[config.mk]
export PLATFORM = sky130hd
export DESIGN_NAME = mod_recon
export DESIGN_NICKNAME = d
export VERILOG_FILES = /design/src/rtl/mod_recon.sv
export SDC_FILE = /design/constraint.sdc
export NUM_CORES = 1
export LEC_CHECK = 0
export ABC_CLOCK_PERIOD_IN_PS = 2600
export BUFFER_PORTS_ARGS = -buffer_cell sky130_fd_sc_hd__buf_2
export CORE_MARGIN = 2
export CORE_UTILIZATION = 25
export CTS_CLUSTER_SIZE = 16
export DETAILED_ROUTE_END_ITERATION = 12
export PLACE_DENSITY = 0.52
export RECOVER_POWER = 100
export SLEW_MARGIN = 15
export SYNTH_ARGS = -nofsm -noshare
export SYNTH_HDL_FRONTEND = slang
export SYNTH_SLANG_ARGS = --single-unit
[constraint.sdc]
create_clock -name Clk -period 2.6 [get_ports Clk]
set_input_delay 0.13 -clock Clk [delete_from_list [all_inputs] [get_ports Clk]]
set_output_delay 0.13 -clock Clk [all_outputs]
set_load 0.05 [all_outputs]
[src/rtl/mod_recon.sv]
// mod_recon: rebuilds a dividend a = q*b + rem from quotient, divisor and
// remainder using a bit-serial shift-add multiplier (one quotient bit per
// cycle), and flags whether rem is a legal residue of b.
module mod_recon #(
  parameter int DATAWIDTH = 8
) (
  input  logic                     Clk,
  input  logic                     Rst,
  input  logic                     start,
  input  logic [DATAWIDTH-1:0]     q,
  input  logic [DATAWIDTH-1:0]     b,
  input  logic [DATAWIDTH-1:0]     rem,
  output logic                     ready,
  output logic                     busy,
  output logic                     done,
  output logic [2*DATAWIDTH-1:0]   a,
  output logic                     fits,
  output logic                     rem_ok
);

  localparam int W2 = 2 * DATAWIDTH;
  // One extra bit so the counter stays legal even for tiny widths.
  localparam int CW = $clog2(DATAWIDTH + 1);
  localparam logic [CW-1:0] CNT_ZERO = CW'(0);
  localparam logic [CW-1:0] CNT_ONE  = CW'(1);
  localparam logic [CW-1:0] CNT_LAST = CW'(DATAWIDTH - 1);

  typedef enum logic [1:0] {
    ST_IDLE = 2'd0,
    ST_RUN  = 2'd1,
    ST_DONE = 2'd2
  } state_t;

  state_t                state_q, state_d;
  logic [DATAWIDTH-1:0]  mq_q, mq_d;
  logic [W2-1:0]         mb_q, mb_d;
  logic [W2-1:0]         acc_q, acc_d;
  logic [CW-1:0]         cnt_q, cnt_d;
  logic                  ok_samp_q, ok_samp_d;
  logic [W2-1:0]         a_q, a_d;
  logic                  fits_q, fits_d;
  logic                  rem_ok_q, rem_ok_d;
  logic                  done_q, done_d;

  logic                  accept_s;
  logic                  last_s;
  logic [W2-1:0]         acc_sum_s;

  // Handshake decode and FSM next-state logic.
  always_comb begin
    state_d  = state_q;
    accept_s = 1'b0;
    last_s   = 1'b0;
    case (state_q)
      ST_IDLE: begin
        if (start) begin
          accept_s = 1'b1;
          state_d  = ST_RUN;
        end else begin
          state_d  = ST_IDLE;
        end
      end
      ST_RUN: begin
        // start is ignored here; the operation always runs full length.
        if (cnt_q == CNT_LAST) begin
          last_s  = 1'b1;
          state_d = ST_DONE;
        end else begin
          state_d = ST_RUN;
        end
      end
      ST_DONE: begin
        if (start) begin
          accept_s = 1'b1;
          state_d  = ST_RUN;
        end else begin
          state_d  = ST_IDLE;
        end
      end
      default: begin
        state_d = ST_IDLE;
      end
    endcase
  end

  // Shift-add datapath: load on accept, one quotient bit per RUN cycle,
  // publish results only on the final iteration.
  always_comb begin
    mq_d      = mq_q;
    mb_d      = mb_q;
    acc_d     = acc_q;
    cnt_d     = cnt_q;
    ok_samp_d = ok_samp_q;
    a_d       = a_q;
    fits_d    = fits_q;
    rem_ok_d  = rem_ok_q;
    done_d    = 1'b0;

    if (mq_q[0]) begin
      acc_sum_s = acc_q + mb_q;
    end else begin
      acc_sum_s = acc_q;
    end

    if (accept_s) begin
      mq_d      = q;
      mb_d      = {{DATAWIDTH{1'b0}}, b};
      acc_d     = {{DATAWIDTH{1'b0}}, rem};
      cnt_d     = CNT_ZERO;
      ok_samp_d = (b != {DATAWIDTH{1'b0}}) && (rem < b);
    end else if (state_q == ST_RUN) begin
      acc_d = acc_sum_s;
      mb_d  = mb_q << 1;
      mq_d  = mq_q >> 1;
      cnt_d = cnt_q + CNT_ONE;
    end else begin
      acc_d = acc_q;
    end

    if (last_s) begin
      a_d      = acc_sum_s;
      fits_d   = (acc_sum_s[W2-1:DATAWIDTH] == {DATAWIDTH{1'b0}});
      rem_ok_d = ok_samp_q;
      done_d   = 1'b1;
    end else begin
      done_d   = 1'b0;
    end
  end

  // State and datapath registers; Rst wins over everything, including a RUN in flight.
  always_ff @(posedge Clk) begin
    if (Rst) begin
      state_q   <= ST_IDLE;
      mq_q      <= {DATAWIDTH{1'b0}};
      mb_q      <= {W2{1'b0}};
      acc_q     <= {W2{1'b0}};
      cnt_q     <= CNT_ZERO;
      ok_samp_q <= 1'b0;
      a_q       <= {W2{1'b0}};
      fits_q    <= 1'b0;
      rem_ok_q  <= 1'b0;
      done_q    <= 1'b0;
    end else begin
      state_q   <= state_d;
      mq_q      <= mq_d;
      mb_q      <= mb_d;
      acc_q     <= acc_d;
      cnt_q     <= cnt_d;
      ok_samp_q <= ok_samp_d;
      a_q       <= a_d;
      fits_q    <= fits_d;
      rem_ok_q  <= rem_ok_d;
      done_q    <= done_d;
    end
  end

  assign ready  = (state_q == ST_IDLE) || (state_q == ST_DONE);
  assign busy   = (state_q == ST_RUN);
  assign done   = done_q;
  assign a      = a_q;
  assign fits   = fits_q;
  assign rem_ok = rem_ok_q;

endmodule

# Word-level counts from Yosys, hierarchy flattened
# Index checks and enable logic that the tools add are counted.
[classes]
n_reduce_logical = 8
add_sub_neg = 2
muxes = 15
n_lt_le_gt_ge = 1
n_eq_ne = 3
[ops]
columns = ["operator", "count"]
rows = [
  ["8-bit 2-to-1 mux", 6],
  ["16-bit adder", 1],
  ["16-bit 2-to-1 mux", 1],
  ["8-bit zero test", 1],
  ["8-bit < comparator", 1],
  ["8-bit nonzero test", 1],
  ["1-bit 2-to-1 mux", 6],
  ["4-bit by 1-bit adder with 4-bit output, second input constant", 1],
  ["4-bit by 3-bit == test with 1-bit output, second input constant", 1],
  ["2-bit case mux with 2 select lines", 1],
  ["2-bit OR reduction", 2],
  ["2-bit by 1-bit == test with 1-bit output, second input constant", 1],
  ["2-bit == test, second input constant", 1],
  ["2-bit zero test", 1],
  ["2-bit 2-to-1 mux", 1],
  ["2-bit nonzero test", 1],
  ["1-bit logical AND", 1],
  ["1-bit logical OR", 1],
]
[totals]
reg_bits = 66
word_cells = 41

# Logic depth before layout (Yosys ltp)
# Gate-level depths: netlist of run 1.
[depth]
ltp_word = 4
mapped_depth = 10
mapped_depth_nobuf = 10

# Least setup slack after synthesis of run 1
# No wires, ideal clock.
[synth_path]
kind = "reg2reg"
from = "reg mb_q[0]"
to = "reg fits_q, in the netlist fits"
path_buffers = 0
period_less_slack_ns = 2.412
setup_slack_ns = 0.188
stages_incl_launch_ff = 11
arrival_ns = 2.296
cell_sequence = "dfxtp_1 -> ha_1 -> fa_1 -> a211oi_2 -> o21ai_2 -> a21oi_2 -> o2111a_1 -> nor3_2 -> and3_1 -> and4_1 -> a31o_1"
[synth_via]
elab_chain_len = 3
[synth_lines]
columns = ["item", "line_no", "rtl"]
rows = [
  ["start: declaration", "36", "logic [W2-1:0] mb_q, mb_d;"],
  ["start signal: assignment", "135", "mb_q <= {W2{1'b0}};"],
  ["start signal: assignment", "146", "mb_q <= mb_d;"],
  ["16-bit adder", "100", "acc_sum_s = acc_q + mb_q;"],
  ["16-bit 2-to-1 mux", "99", "if (mq_q[0]) begin"],
  ["8-bit zero test", "122", "fits_d = (acc_sum_s[W2-1:DATAWIDTH] == {DATAWIDTH{1'b0}});"],
  ["end signal: assignment", "151", "fits_q <= fits_d;"],
  ["end: declaration", "41", "logic fits_q, fits_d;"],
]
# No other way between the ends.
# A chain may end at the register's enable or synchronous reset.

# Worst setup path in the final report of run 1
# Same ends and word-level chain as after synthesis.

==> impl_metrics.env, run 1 <==
export IMPL_rsz0062_at_grt="no"
export IMPL_syn2layout_area_growth_pct=20.1
export IMPL_grt_pass1_wl_um=16200
export IMPL_dr_pass1_iters=4
export IMPL_cp_num_buf_inv=0
export IMPL_root_buffer="clkbuf_16"
export IMPL_portBuffers=47
export IMPL_synth_top_area_cell="dfxtp_1"
export IMPL_synth_top_cell_area_share_pct=36.4
export IMPL_die_x_um=125
export IMPL_syn_instance_count=438
export IMPL_tns_ns=0
export IMPL_layout_drive_gt1_share_pct=15.0
export IMPL_globalRouteOverflowTotal=0
export IMPL_cp_top_family="compound AO/OA/AOI/OAI gates"
export IMPL_maxCapViolations=0
export IMPL_ys_seq_elements=66
export IMPL_totalWireLength_um=9610
export IMPL_start_util_pct=25.3
export IMPL_fmax_ghz=0.401
export IMPL_worstPathArrival_ns=2.72
export IMPL_synthXorXnorAreaFrac_pct=3.58
export IMPL_seq_area_um2=1320
export IMPL_cp_required_ns=2.82
export IMPL_crit_path_end_kind="flop"
export IMPL_grt_start_max_net_pins=39
export IMPL_fillers=1514
export IMPL_tightest_slew_ns=1.33
export IMPL_drcViolationCount=0
export IMPL_layout_commonest_cell="dfxtp_1"
export IMPL_critPathMaxFanout=3
export IMPL_synth_edf_count=0
export IMPL_hold_path_class="in -> reg"
export IMPL_dr_total_vias=3244
export IMPL_avgSynthCellArea_um2=8.29
export IMPL_slew_headroom_pct=11.5
export IMPL_cts_max_level=3
export IMPL_syn_cell_area_um2=3630
export IMPL_layout_cells_non_filler=671
export IMPL_ys_flop_type="dfxtp_1"
export IMPL_core_um2=14400
export IMPL_ir_drop_mv=0.318
export IMPL_placed_cells=655
export IMPL_pre_cts_ws_ns=0.0457
export IMPL_cpMaxStageDelayCell="fa_2"
export IMPL_boundaryPins=48
export IMPL_synth_nets=489
export IMPL_slowest_delay_ns=0.36
export IMPL_grt_pass1_vias=3310
export IMPL_async_reset_ff_share_pct=0
export IMPL_path_cells="ha_1 > fa_2 > a211oi_2 > o21ai_2 > a21oi_4 > o2111a_1 > nor3_2 > and3_1 > and4_1 > a31o_1"
export IMPL_clock_sinks=66
export IMPL_synth_simple_gate_area_share_pct=17.1
export IMPL_status="complete, no violations"
export IMPL_dp_hpwl_um=7150
export IMPL_layout_setup_ws_ns=0.103
export IMPL_cts_tree="yes"
export IMPL_fin_crit_sh_pct=96.0
export IMPL_worstSetupPathType="reg -> reg"
export IMPL_p_leak_nw=1.67
export IMPL_final_max_slew_violation_count=0
export IMPL_synth_mux_area_fraction_pct=4.00
export IMPL_hold_path_startpoint="q[7]"
export IMPL_rr_startpoint="mb_q[0]"
export IMPL_post_cts_buffers=0
export IMPL_nets=533
export IMPL_skew_ns=0.00862
export IMPL_synth_top_family_by_area="compound AO/OA/AOI/OAI gates"
export IMPL_first_iter_violations=203
export IMPL_finalSetupViolCount=0
export IMPL_diodes=0
export IMPL_p_per_area_nw_per_um2=620
export IMPL_finalHoldViolCount=0
export IMPL_place_congestion=0.825
export IMPL_fp_row_count=44
export IMPL_synth_compound_gate_area_share_pct=25.2
export IMPL_yosys_warnings=0
export IMPL_wl_per_cell_um=14.3
export IMPL_antenna_left=0
export IMPL_die_area_um2=15500
export IMPL_synthAdderAreaFrac_pct=8.47
export IMPL_antenna_found_initial=0
export IMPL_synth_cell_types=57
export IMPL_grt_util_all_layers_pct=12.7
export IMPL_clk_pin_slew_worst_paths_ns=0.06
export IMPL_cts_inserted_buffers=9
export IMPL_worstSkewPairLatency_ns=0.33
export IMPL_synth_area_leaders="dfxtp_1 36%, ha_1 7.9%, a21oi_1 6.6%"
export IMPL_final_cell_mix="66 x dfxtp_1, 53 x nand2_1, 51 x nor2_1, 48 x a21oi_1, 26 x buf_2"
export IMPL_min_period_ns=2.50
export IMPL_cp_start_kind="flop"
export IMPL_die_h_um=125
export IMPL_synth_seq_area_share_pct=36.4
export IMPL_multi_input_area_um2=2130
export IMPL_startpoint="mb_q[0]"
export IMPL_avgViaCountPerCell=4.83
export IMPL_clk_path_buf_depth=2
==> state kept, by name (all words and copies together) (netlist names), 2 cells and up <==
name     cells
acc_q       16
a           16
mb_q        16
state_q      2
cnt_q        4
mq_q         8
==> metrics by stage <==
step | power (W) | utilization, % | hold WS, ns | cell area, µm²
4_1_cts | 0.00274 | 30.6 | 0.0469 | 4400
6_report | 0.00270 | 30.4 | 0.0503 | 4360
3_5_place_dp | 0.00148 | 28.4 | 0.391 | 4090
2_1_floorplan | 0.00136 | - | 0.210 | 3630
5_1_grt | 0.00282 | 30.4 | 0.0646 | 4360
3_3_place_gp | 0.00147 | 28.4 | 0.385 | 4090
==> final cells by class <==
type	count	area share, %
inverter	16	1.38
multi-input combinational	327	48.9
sequential	66	30.3
clock inverter	6	1.72
tap	184	5.28
timing repair buffer	62	6.94
clock buffer	10	5.48
==> path summary, 6_finish.rpt <==
path / slack (ns) / to / cells past startpoint
max: 0.10 / fits / 10
min: 0.05 / mq_q[7] / 3
max reg2reg: 0.10 / fits / 10
min reg2reg: 0.46 / mq_q[2] / 2
==> layer usage <==
metal	global-route usage [%]	routed length (µm)
met1	16.1	4450
met2	21.1	4630
met3	2.58	393
met4	4.76	131
met5	0	0
==> power breakdown <==
| part | leakage [nW] | internal [W] | switching (W) |
|---|---|---|---|
| Clock | 0.151 | 0.000779 | 0.000475 |
| Combinational | 0.982 | 0.000140 | 0.000228 |
| Sequential | 0.537 | 0.00105 | 0.0000319 |
| Total | 1.67 | 0.00197 | 0.000735 |
==> tightest hold or removal path: stages <==
cell     delay [ns]
buf_2          0.08
a22oi_1        0.06
nor2_1         0.07
==> timing repair <==
item | CTS | global route
endpoints found under the setup margin | 0 | 1
gates resized for setup | 0 | 3
hold buffers | 0 | 0
==> kinds of logic after synthesis <==
| family | Yosys count |
|---|---|
| AOI/OAI and AO/OA | 135 |
| xor gates and xnor gates | 14 |
| adders and majority gates | 24 |
| buffers and inverters | 45 |
| DFF | 66 |
| muxes | 13 |
| and+or+nand+nor | 141 |
==> synth_stat cells, types with 6 or more instances <==
cell / n
xnor2_1: 9
a21oi_1: 48
ha_1: 23
a21o_1: 9
clkbuf_1: 24
mux2i_1: 10
a211oi_1: 23
nand2_1: 53
inv_1: 14
o21ai_1: 6
a22oi_1: 19
nor2_1: 51
nor3_1: 6
dfxtp_1: 66
No activity file was read; power rests on OpenSTA's default activity.
==> run 2: changes to the inputs <==
--- a/config.mk
+++ b/config.mk
@@ -5,6 +5,7 @@
 export SDC_FILE = /design/constraint.sdc
 export NUM_CORES = 1
 export LEC_CHECK = 0
+export ABC_AREA = 1
 export ABC_CLOCK_PERIOD_IN_PS = 2600
 export BUFFER_PORTS_ARGS = -buffer_cell sky130_fd_sc_hd__buf_2
 export CORE_MARGIN = 2
==> run 2 against run 1 <==
Critical path depth is 5 higher. Die area is 5.5% higher. Sequential share of layout area is 1.0 points lower. Clock power hardly changed. Combinational power is 18% higher. Register-to-register slack better by 0.45 ns. Clock skew is 0.00085 ns lower. Via count is 12% higher.
==> impl_metrics.env, run 2 <==
export IMPL_first_iter_violations=165
export IMPL_cts_repair_resized=0
export IMPL_portBuffers=47
export IMPL_hold_path_class="in -> reg"
export IMPL_status="complete, no violations"
export IMPL_antenna_found_initial=0
export IMPL_clock_sinks=66
export IMPL_globalRouteOverflowTotal=0
export IMPL_tightest_slew_ns=1.19
export IMPL_worstPathArrival_ns=2.31
export IMPL_avgSynthCellArea_um2=6.63
export IMPL_skew_ns=0.00777
export IMPL_ir_drop_mv=0.293
export IMPL_ys_flop_type="dfxtp_1"
export IMPL_start_util_pct=25.4
export IMPL_p_total_w=0.00278
export IMPL_core_um2=15100
export IMPL_async_reset_ff_share_pct=0
export IMPL_critPathMaxFanout=3
export IMPL_cpMaxStageDelayCell="fa_1"
export IMPL_p_per_area_nw_per_um2=615
export IMPL_root_buffer="clkbuf_16"
export IMPL_clk_pin_slew_worst_paths_ns=0.06
export IMPL_finalHoldViolCount=0
export IMPL_synth_top_area_cell="dfxtp_1"
export IMPL_boundaryPins=48
export IMPL_crit_path_end_kind="flop"
export IMPL_grt_pass1_vias=3536
export IMPL_nets=675
export IMPL_path_cells="ha_1 > fa_1 > nand2_1 > nand2_1 > nand3_1 > nand2_1 > nand2_1 > nand2_1 > nand2_1 > nand3_2 > nand2_1 > nand2_1 > nor2_1 > nand2_1 > a21oi_2"
export IMPL_min_period_ns=2.05
export IMPL_layout_commonest_cell="nand2_1"
export IMPL_post_cts_buffers=0
export IMPL_fillers=1688
export IMPL_ys_seq_elements=66
export IMPL_final_cell_mix="181 x nand2_1, 87 x inv_1, 66 x dfxtp_1, 53 x nor2_1, 35 x a21oi_1"
export IMPL_cts_tree="yes"
export IMPL_synth_seq_area_share_pct=34.4
export IMPL_rsz0062_at_grt="no"
export IMPL_p_switching_w=0.000781
export IMPL_dp_hpwl_um=8030
export IMPL_die_h_um=128
export IMPL_grt_start_max_net_pins=34
export IMPL_power_frac_seq_pct=39.3
export IMPL_fmax_ghz=0.487
export IMPL_layout_drive_gt1_share_pct=9.06
export IMPL_syn_cell_area_um2=3840
export IMPL_die_x_um=128
export IMPL_power_frac_comb_pct=15.7
export IMPL_slowest_delay_ns=0.42
export IMPL_place_congestion=0.806
export IMPL_syn_instance_count=579
export IMPL_dr_total_vias=3641
export IMPL_p_int_w=0.00200
export IMPL_final_max_slew_violation_count=0
export IMPL_fin_crit_sh_pct=78.9
export IMPL_cts_inserted_buffers=9
export IMPL_wl_per_cell_um=13.0
export IMPL_totalWireLength_um=10600
export IMPL_crit_top_cell="nand2_1"
export IMPL_fp_row_count=45
export IMPL_cp_required_ns=2.86
export IMPL_dr_pass1_iters=5
export IMPL_synthTopCellsByCount="178 x nand2_1, 87 x inv_1, 66 x dfxtp_1"
export IMPL_grt_pass1_wl_um=17800
export IMPL_worstSetupPathType="reg -> reg"
export IMPL_synth_nets=630
export IMPL_cts_hold_buf=0
export IMPL_drcViolationCount=0
export IMPL_cp_num_buf_inv=0
export IMPL_slew_headroom_pct=20.9
export IMPL_cts_max_level=3
export IMPL_synth_cell_types=36
export IMPL_cp_start_kind="flop"
export IMPL_finalSetupViolCount=0
export IMPL_maxCapViolations=0
export IMPL_synth_top_cell_area_share_pct=34.4
export IMPL_clk_path_buf_depth=2
export IMPL_cp_top_family="simple AND/OR/NAND/NOR gates"
export IMPL_pwr_share_clk_pct=45.0
export IMPL_synth_area_leaders="dfxtp_1 34%, nand2_1 17%, inv_1 8.5%"
export IMPL_switching_share_pct=28.1
export IMPL_grt_util_all_layers_pct=13.7
export IMPL_yosys_warnings=0
export IMPL_worstSkewPairLatency_ns=0.33
export IMPL_synth_edf_count=0
export IMPL_synth_most_common_cell="nand2_1"
export IMPL_avgViaCountPerCell=4.46
export IMPL_die_area_um2=16400
export IMPL_antenna_left=0
export IMPL_syn2layout_area_growth_pct=17.6
export IMPL_tns_ns=0
export IMPL_p_leak_nw=2.16
export IMPL_diodes=0
[run 2: cell types whose count changed after synthesis, sizes merged, moves of 6 or more]
cell | previous run | this run
a211oi | 27 | 2
a21o | 9 | 0
a21oi | 49 | 36
a22oi | 19 | 0
a31oi | 1 | 13
buf | 5 | 11
clkbuf | 24 | 12
inv | 15 | 87
mux2i | 11 | 1
nand2 | 54 | 184
nand3 | 5 | 22
o21ai | 10 | 24
[run 2: layer usage]
metal  routed length, µm  vias to the layer above  track usage (%)  part of all wire (%)
li1                    -                     1932                -                     -
met1                5120                     1638             17.9                    48
met2                4920                       58             22.5                    46
met3                 375                       13             2.96                   3.5
met4                 178                        0             4.72                   1.7
met5                   0                        -                0                     0
[run 2: path summary, 6_finish.rpt]
kind | endpoint | slack, ns | depth (start not counted) | from
setup reg to reg | fits | 0.55 | 15 | mb_q[0]
setup / recovery | fits | 0.55 | 15 | mb_q[0]
hold / removal | mq_q[7] | 0.05 | 3 | q[7]
hold reg to reg | mq_q[7] | 0.46 | 2 | mq_q[7]
[run 2: layout make-up]
cell class / instances / area [µm²] / share of cell area (%)
multi-input combinational: 401 / 2050 / 45.5
sequential: 66 / 1320 / 29.3
inverter: 89 / 334 / 7.40
timing repair buffer: 57 / 265 / 5.87
clock buffer: 12 / 256 / 5.68
tap: 188 / 235 / 5.21
clock inverter: 4 / 50.0 / 1.11
[run 2: cell families after synthesis]
logic type	count (synthesis)	share of synthesized area, %
xor+xnor	7	1.60
fa+ha+maj	24	8.02
simple gates	276	29.7
compound gates	93	14.3
flops	66	34.4
mux	1	0.261
buf+inv	112	11.7
[run 2: worst register-to-register path, cell delays in order (launching register included)]
cell and delay (ns):
dfxtp_1 0.31, ha_1 0.22, fa_1 0.42, nand2_1 0.10, nand2_1 0.06, nand3_1 0.06
nand2_1 0.10, nand2_1 0.11, nand2_1 0.06, nand2_1 0.08, nand3_2 0.05, nand2_1 0.09
nand2_1 0.06, nor2_1 0.08, nand2_1 0.07, a21oi_2 0.11
[run 2: power groups by stage]
stage          Sequential, W  Combinational (W)  Clock [W]
2_1_floorplan        0.00110           0.000325          0
3_3_place_gp         0.00111           0.000448          0
3_5_place_dp         0.00111           0.000447          0
4_1_cts              0.00109           0.000449    0.00128
5_1_grt              0.00110           0.000496    0.00132
6_report             0.00109           0.000436    0.00125
[run 2: through the flow]
| step | hold WS (ns) | instance area [µm²] | util [%] | std cells | worst slack (ns) |
|---|---|---|---|---|---|
| after floorplan | 0.279 | 3840 | - | 579 | 0.717 |
| after global placement | 0.395 | 4270 | 28.3 | 801 | 0.540 |
| after detailed placement | 0.392 | 4270 | 28.3 | 801 | 0.576 |
| after CTS | 0.0352 | 4580 | 30.3 | 817 | 0.535 |
| after global routing | 0.0494 | 4520 | 29.9 | 817 | 0.309 |
| final | 0.0454 | 4520 | 29.9 | 817 | 0.548 |
==> run 3: changes to the inputs <==
--- a/config.mk
+++ b/config.mk
@@ -6,13 +6,13 @@
 export NUM_CORES = 1
 export LEC_CHECK = 0
 export ABC_AREA = 1
-export ABC_CLOCK_PERIOD_IN_PS = 2600
+export ABC_CLOCK_PERIOD_IN_PS = 1680
 export BUFFER_PORTS_ARGS = -buffer_cell sky130_fd_sc_hd__buf_2
 export CORE_MARGIN = 2
 export CORE_UTILIZATION = 25
 export CTS_CLUSTER_SIZE = 16
 export DETAILED_ROUTE_END_ITERATION = 12
-export PLACE_DENSITY = 0.52
+export PLACE_DENSITY = 0.53
 export RECOVER_POWER = 100
 export SLEW_MARGIN = 15
 export SYNTH_ARGS = -nofsm -noshare
==> constraint.sdc (replaced) <==
create_clock -name Clk -period 1.68 [get_ports Clk]
set_input_delay 0.084 -clock Clk [delete_from_list [all_inputs] [get_ports Clk]]
set_output_delay 0.084 -clock Clk [all_outputs]
set_load 0.05 [all_outputs]
==> run 3 against run 2 <==
The flow now finishes with violations (setup timing). Wire length grew 8.6%. Critical path type unchanged. Via count grew 7.6%. Critical path depth is the same. Die area is the same. Sequential power grew 57%. Clock power grew 45%.
==> impl_metrics.env, run 3 (synthesis gave the netlist of run 2 again) <==
export IMPL_status="finished with violations"
export IMPL_violations="setup timing"
export IMPL_antenna_left=0
export IMPL_tightest_slew_ns=0.609
export IMPL_ir_drop_mv=0.424
export IMPL_path_cells="ha_4 > fa_2 > nand2_2 > nand2_1 > nand3_1 > nand2_2 > nand2_2 > nand2_1 > nand2_1 > nand3_2 > nand2_2 > nand2_1 > nor2_1 > nand2_1 > a21oi_2"
export IMPL_die_x_um=128
export IMPL_clock_sinks=66
export IMPL_place_congestion=0.840
export IMPL_syn2layout_area_growth_pct=40.1
export IMPL_cts_tree="yes"
export IMPL_hold_path_class="in -> reg"
export IMPL_grt_pass1_vias=3995
export IMPL_worstSkewPairLatency_ns=0.34
export IMPL_layout_commonest_cell="nand2_1"
export IMPL_worstSetupPathType="reg -> reg"
export IMPL_reg2regPathDepth=15
export IMPL_hold_path_startpoint="q[0]"
export IMPL_die_area_um2=16400
export IMPL_p_total_w=0.00449
export IMPL_clk_pin_slew_worst_paths_ns=0.06
export IMPL_die_h_um=128
export IMPL_totalWireLength_um=11500
export IMPL_maxCapViolations=0
export IMPL_cp_start_kind="flop"
export IMPL_slowest_delay_ns=0.35
export IMPL_portBuffers=47
export IMPL_diodes=0
export IMPL_grt_start_max_net_pins=34
export IMPL_dp_hpwl_um=8360
export IMPL_final_max_slew_violation_count=0
export IMPL_fp_row_count=45
export IMPL_fin_crit_sh_pct=113
export IMPL_p_leak_nw=2.49
export IMPL_wl_per_cell_um=13.1
export IMPL_seq_area_um2=1340
export IMPL_reg2reg_to="fits"
export IMPL_layout_setup_ws_ns=-0.223
export IMPL_dr_pass1_iters=5
export IMPL_globalRouteOverflowTotal=0
export IMPL_skew_ns=0.00577
export IMPL_rr_startpoint="mb_q[0]"
export IMPL_drcViolationCount=0
export IMPL_final_area_um2=5380
export IMPL_final_cell_mix="164 x nand2_1, 86 x inv_1, 65 x buf_4, 53 x dfxtp_1, 48 x nor2_1"
export IMPL_critPathMaxFanout=3
export IMPL_boundaryPins=48
export IMPL_grt_util_all_layers_pct=14.9
export IMPL_min_period_ns=1.90
export IMPL_rrSetupSlack_ns=-0.22
export IMPL_hold_depth=3
export IMPL_cp_num_buf_inv=0
export IMPL_placed_area_um2=4700
export IMPL_crit_top_cell="nand2_1"
export IMPL_utilization_pct=35.7
export IMPL_core_um2=15100
export IMPL_first_iter_violations=145
export IMPL_root_buffer="clkbuf_16"
export IMPL_layout_drive_gt1_share_pct=28.1
export IMPL_dr_total_vias=3917
export IMPL_hold_path_end="mq_q[0]"
export IMPL_cpMaxStageDelayCell="fa_2"
export IMPL_cp_top_family="simple AND/OR/NAND/NOR gates"
export IMPL_pre_cts_ws_ns=-0.240
export IMPL_rsz0062_at_grt="yes"
export IMPL_cts_inserted_buffers=9
export IMPL_slew_headroom_pct=59.6
export IMPL_fillers=1615
export IMPL_start_util_pct=25.4
export IMPL_fmax_ghz=0.525
export IMPL_avgViaCountPerCell=4.45
export IMPL_nets=739
export IMPL_finalSetupViolCount=25
export IMPL_cts_max_level=3
export IMPL_cp_required_ns=1.96
export IMPL_whs_ns=0.00549
export IMPL_worstPathArrival_ns=2.18
export IMPL_grt_pass1_wl_um=19600
export IMPL_crit_path_end_kind="flop"
export IMPL_clk_path_buf_depth=2
export IMPL_p_per_area_nw_per_um2=835
export IMPL_finalHoldViolCount=0
export IMPL_antenna_found_initial=0
export IMPL_multi_input_area_um2=2410
## run 3: cell count changes in the layout (fill, tap and decap cells not counted), moves of 6 or more
cell	before	now
nand2_1	181	164
buf_4	5	65
dfxtp_1	66	53
ha_4	0	14
o21ai_0	24	15
ha_1	23	9
dfxtp_2	0	11
nand2_2	3	20
a21oi_1	35	29
## run 3: timing repair
item / in CTS / in global routing
pin swaps: 12 / 12
hold buffers: 2 / 0
endpoints found under the hold margin: 2 / 0
setup endpoints to repair: 27 / 32
resized for setup: 37 / 42
buffers inserted: 3 / 7
## run 3: how the worst max path moves through the flow
stage / from / endpoint / slack [ns] / cells after the start
floorplan: acc_q[0] / fits / -0.09 / 15
global placement: mb_q[1] / fits / -0.22 / 11
detailed placement: mb_q[0] / fits / -0.24 / 15
CTS: mb_q[0] / fits / -0.20 / 15
global route: mb_q[0] / fits / -0.36 / 15
finish: mb_q[0] / fits / -0.22 / 15
## run 3: metal layers
| layer | GRT usage, % | up-vias | wire, µm |
|---|---|---|---|
| li1 | - | 2063 | - |
| met1 | 19.5 | 1784 | 5510 |
| met2 | 25.5 | 64 | 5520 |
| met3 | 2.42 | 6 | 371 |
| met4 | 4.27 | 0 | 102 |
| met5 | 0 | - | 0 |
## run 3: cell type report
class / instances / share of cell area (%)
Clock buffer: 9 / 4.19
Clock inverter: 7 / 1.09
Inverter: 89 / 6.21
Multi-Input combinational cell: 401 / 44.9
Sequential cell: 66 / 25.0
Tap cell: 188 / 4.37
Timing Repair Buffer: 121 / 14.3
## run 3: worst register-to-register path: cells and delay by family, from the launching register on
family | cells | cell delay, ns
AOI/OAI and AO/OA | 1 | 0.10
adders and majority gates | 2 | 0.51
DFF | 1 | 0.33
and+or+nand+nor | 12 | 0.91
## run 3: power by group
| part | leakage [nW] | switching [W] | internal, W |
|---|---|---|---|
| combinational | 1.81 | 0.000544 | 0.000431 |
| sequential | 0.543 | 0.0000654 | 0.00164 |
| clock | 0.133 | 0.000790 | 0.00102 |
## run 3: stage by stage
stage / cells / setup TNS (ns)
3_3_place_gp: 854 / -2.95
6_report: 881 / -2.30
5_1_grt: 881 / -8.40
4_1_cts: 875 / -1.43
2_1_floorplan: 579 / -0.121
3_5_place_dp: 854 / -2.51
